File: config.mk
export PLATFORM = sky130hd
export DESIGN_NAME = nibble_sum_uart_tx
export DESIGN_NICKNAME = d
export VERILOG_FILES = /design/src/rtl/nibble_sum_uart_tx.sv
export SDC_FILE = /design/constraint.sdc
export NUM_CORES = 1
export LEC_CHECK = 0
export ABC_AREA = 1
export CAP_MARGIN = 5
export CELL_PAD_IN_SITES_DETAIL_PLACEMENT = 0
export CELL_PAD_IN_SITES_GLOBAL_PLACEMENT = 1
export CORE_MARGIN = 4
export CORE_UTILIZATION = 49
export DETAILED_ROUTE_END_ITERATION = 8
export PLACE_DENSITY_LB_ADDON = 0.1
export SETUP_SLACK_MARGIN = 0.3
export SYNTH_ARGS = -nofsm -noshare
export SYNTH_HDL_FRONTEND = slang
export SYNTH_SLANG_ARGS = --single-unit
export TNS_END_PERCENT = 10
File: constraint.sdc
create_clock -name clk -period 3.25 [get_ports clk]
set_input_delay 0.65 -clock clk [delete_from_list [all_inputs] [get_ports clk]]
set_output_delay 0.65 -clock clk [all_outputs]
set_load 0.02 [all_outputs]
File: src/rtl/nibble_sum_uart_tx.sv
// 8N1 serial transmitter for nibble-adder sums, fed through a 2-entry valid/ready FIFO.
// Frames leave the FIFO head back-to-back while ena is high; tx and busy are registered.
module nibble_sum_uart_tx #(
  parameter int CLK_DIV = 16,
  parameter int SUM_W   = 5
) (
  input  logic             clk,
  input  logic             rst_n,
  input  logic             ena,
  input  logic [SUM_W-1:0] sum_in,
  input  logic             sum_valid,
  output logic             sum_ready,
  output logic             tx,
  output logic             busy,
  output logic [1:0]       fifo_level
);
  typedef enum logic [1:0] {S_IDLE, S_START, S_DATA, S_STOP} state_t;
  localparam logic [7:0] LAST_TICK = 8'(CLK_DIV - 1);

  state_t           r_state;
  state_t           w_state_nxt;
  logic [7:0]       r_timer;
  logic [2:0]       r_idx;
  logic [7:0]       r_shift;
  logic [7:0]       w_shift_nxt;
  logic [SUM_W-1:0] r_mem [2];
  logic             r_wptr;
  logic             r_rptr;
  logic [1:0]       r_level;
  logic             r_tx;
  logic             r_busy;
  logic             w_push;
  logic             w_pop;
  logic             w_tick_end;
  logic             w_tx_nxt;
  logic             w_busy_nxt;

  assign sum_ready  = rst_n && (r_level != 2'd2);
  assign w_push     = sum_valid && sum_ready;
  assign w_tick_end = (r_timer == LAST_TICK);
  assign tx         = r_tx;
  assign busy       = r_busy;
  assign fifo_level = r_level;

  always_ff @(posedge clk or negedge rst_n) begin
    if (!rst_n) r_state <= S_IDLE;
    else        r_state <= w_state_nxt;
  end

  always_comb begin
    w_state_nxt = r_state;
    w_pop       = 1'b0;
    case (r_state)
      S_IDLE: begin
        if (ena && r_level != 2'd0) begin
          w_pop       = 1'b1;
          w_state_nxt = S_START;
        end
      end
      S_START: if (w_tick_end) w_state_nxt = S_DATA;
      S_DATA:  if (w_tick_end && r_idx == 3'd7) w_state_nxt = S_STOP;
      S_STOP: begin
        if (w_tick_end) begin
          if (ena && r_level != 2'd0) begin
            w_pop       = 1'b1;
            w_state_nxt = S_START;
          end else begin
            w_state_nxt = S_IDLE;
          end
        end
      end
      default: w_state_nxt = S_IDLE;
    endcase
  end

  // Outputs are computed for the state being entered so the registered line lines up with r_state.
  always_comb begin
    w_busy_nxt = (w_state_nxt != S_IDLE);
    case (w_state_nxt)
      S_START: w_tx_nxt = 1'b0;
      S_DATA:  w_tx_nxt = w_shift_nxt[0];
      default: w_tx_nxt = 1'b1;
    endcase
  end

  always_comb begin
    w_shift_nxt = r_shift;
    if (w_pop)                              w_shift_nxt = 8'(r_mem[r_rptr]);
    else if (r_state == S_DATA && w_tick_end) w_shift_nxt = {1'b0, r_shift[7:1]};
  end

  always_ff @(posedge clk or negedge rst_n) begin
    if (!rst_n) begin
      r_timer <= 8'd0;
      r_idx   <= 3'd0;
      r_shift <= 8'd0;
      r_tx    <= 1'b1;
      r_busy  <= 1'b0;
    end else begin
      r_shift <= w_shift_nxt;
      r_tx    <= w_tx_nxt;
      r_busy  <= w_busy_nxt;
      if (w_state_nxt != r_state || w_tick_end) r_timer <= 8'd0;
      else                                      r_timer <= r_timer + 8'd1;
      if (r_state == S_START)                   r_idx <= 3'd0;
      else if (r_state == S_DATA && w_tick_end) r_idx <= r_idx + 3'd1;
    end
  end

  always_ff @(posedge clk) begin
    if (w_push) r_mem[r_wptr] <= sum_in;
  end

  always_ff @(posedge clk or negedge rst_n) begin
    if (!rst_n) begin
      r_wptr  <= 1'b0;
      r_rptr  <= 1'b0;
      r_level <= 2'd0;
    end else begin
      if (w_push) r_wptr <= ~r_wptr;
      if (w_pop)  r_rptr <= ~r_rptr;
      case ({w_push, w_pop})
        2'b10:   r_level <= r_level + 2'd1;
        2'b01:   r_level <= r_level - 2'd1;
        default: r_level <= r_level;
      endcase
    end
  end
endmodule
==> impl_metrics.ini <==
[outcome]
status = finished, final reports clean

[sta]
slew_headroom_pct = 72.6
fin_tns_setup_ns = 0
finalMaxSlewViolations = 0
layout_setup_ws_ns = 0.503
hold_violations = 0
fin_crit_sh_pct = 84.5
fin_crit_ns = 2.75
tightest_slew_ns = 0.409
finalSetupViolations = 0
fin_worst_skew_ns = 0.00827
clock.fmax_mhz = 364
rsz0062_at_grt = no

[floorplanning]
die_w_um = 69.8
die_y_um = 69.8
dieArea_um2 = 4880
rows = 22
core_area_um2 = 3690
io_pins = 14
start_util_pct = 50.8

[placement]
port_buffers = 13
place.gp.congestion = 0.784
dp_cells = 240
pre_cts_ws_ns = 0.517
place_hpwl_mm = 2.39

[yosys]
syn_inst = 181
yosys_warnings = 0
syn-mean-instance-area_um2 = 10.4
ys_seq_area_share_pct = 50.8
synth_top_area_share_pct = 33.4
synthTopCellsByArea = dfrtp_1 (33%), edfxtp_1 (16%), ha_1 (6.0%), nand2_1 (5.8%), inv_1 (4.4%)
synth-seq-cells = 36
synth_area_um2 = 1870
synth.distinct_cells = 34
synthesis.nets = 199
synth_top_area_cell = dfrtp_1

[layout]
area_delta_synth_final_pct = 15.1
final_net_count = 217
final_common_cell = nand2_1
finalNonFillerCells = 248
drive_above_1_share_pct = 21.5
diodes = 0
mostFrequentLayoutCells = nand2_1 (29), dfrtp_1 (25), inv_1 (22)

[detailed_routing]
dr.first_iter.drc_count = 47
drc_errors = 0
via_per_inst = 5.04
wl_mm = 3.14
dr.pass1.iters = 4
vias = 1250
wl_per_cell_um = 12.7
ant_nets = 0

[worst_setup_path]
crit_fanout = 2
cp_num_buf_inv = 2
path_delay_family = buffers and inverters
crit_path_end_kind = primary output
path_cells = clkdlybuf4s50_1 -> a21boi_0 -> clkdlybuf4s50_1
cp.required_ns = 2.60
r2r_slack_ns = 1.12
crit_top_cell = clkdlybuf4s50_1
crit_type = in -> out
crit_path_start_kind = input pin
arrival_ns = 2.10
slowest_stage = clkdlybuf4s50_1
slowest_delay_ns = 0.66

[clock_tree]
cts_root_buf = clkbuf_8
cts_setup_buffers = 0
cts_tree = built
numCtsBuffers = 5
cts_hold_buf = 0
cts_resized = 0
path_clk_slew_ns = 0.07
h-tree-depth = 2
clock_path_buffers = 2
cts_sinks = 36
insertion_delay_ns = 0.29

[power_and_ir_drop]
power.static_leakage_nw = 0.975
ir_drop_v = 0.000338
power.total_mw = 1.04
powerDensity_nw_per_um2 = 483

[global_routing]
grt_pass1_wl_mm = 5.53
grt.total_usage_pct = 14.2
antenna_found_initial = 0
grt_overflow = 0
grt_max_degree = 27
grt_pass1_vias = 1255

[worst_hold_path]
min_path_type = reg -> reg

[job]
maxCapViolCount = 0
[sequential cells by signal (all words and copies together) (netlist names), 2 cells and up]
signal      count
r_timer         8
r_mem          10
r_shift         7
r_idx           3
fifo_level      2
r_state         2
[logic make-up (layout without fill, tap and decap cells)]
family	Yosys count	count (layout)	share of synthesized area, %
and+or+nand+nor	77	77	23.3
adders and majority gates	9	9	6.01
xor gates and xnor gates	11	11	5.54
muxes	2	2	1.13
DFF	36	36	50.8
buffers and inverters	28	47	6.54
AOI/OAI and AO/OA	18	18	6.68
[path summary, 6_finish.rpt]
| check | end | start | depth (start not counted) |
|---|---|---|---|
| setup reg to reg | fifo_level[1] | r_timer[0] | 11 |
| setup / recovery | sum_ready | rst_n | 3 |
| min in group asynchronous | r_state[0] | rst_n | 2 |
| hold / removal | r_shift[6] | r_shift[6] | 2 |
| hold reg to reg | r_shift[6] | r_shift[6] | 2 |
| max in group asynchronous | tx | rst_n | 2 |
[cell type report]
type	instances	area, um^2
Clock buffer	5	68.8
Clock inverter	3	42.5
Fill cell	327	1530
Inverter	25	96.3
Multi-Input combinational cell	117	800
Sequential cell	36	952
Tap cell	48	60.1
Timing Repair Buffer	14	138
[tightest hold or removal path: stages, from the launching register on]
cell	delay (ns)
dfrtp_1	0.32
inv_1	0.05
nor2_1	0.09
[metrics by stage]
stage / instance area [um^2] / util (%) / hold slack (ns)
after floorplan: 1870 / - / 0.354
after global placement: 2050 / 55.5 / 0.465
after detailed placement: 2050 / 55.5 / 0.483
after CTS: 2160 / 58.5 / 0.499
after global routing: 2160 / 58.5 / 0.511
final: 2160 / 58.5 / 0.493
[power breakdown]
group	internal, mW	switching (mW)	total (mW)
Combinational	0.0596	0.0718	0.131
Clock	0.227	0.158	0.385
Sequential	0.503	0.0229	0.526
Total	0.789	0.252	1.04
[synth_stat cells (all sizes together)]
cell,count
nand2,38
dfrtp,25
inv,23
nor2,14
nand3,13
edfxtp,10
ha,9
nor3,9
xor2,7
a21oi,4
o21ai,4
xnor2,4
a31oi,3
buf,3
nand4,3
a211oi,2
clkinv,2
o211ai,2
o21bai,2
a21boi,1
dfstp,1
mux2,1
mux2i,1
[routing by layer]
layer / vias to the layer above / GRT usage, % / routed length (um)
li1: 626 / - / -
met1: 597 / 16.1 / 1360
met2: 22 / 25.3 / 1640
met3: 5 / 3.91 / 120
met4: 0 / 5.11 / 25
met5: - / 0 / 0
Note: power is estimated with default switching activity, not from simulation.
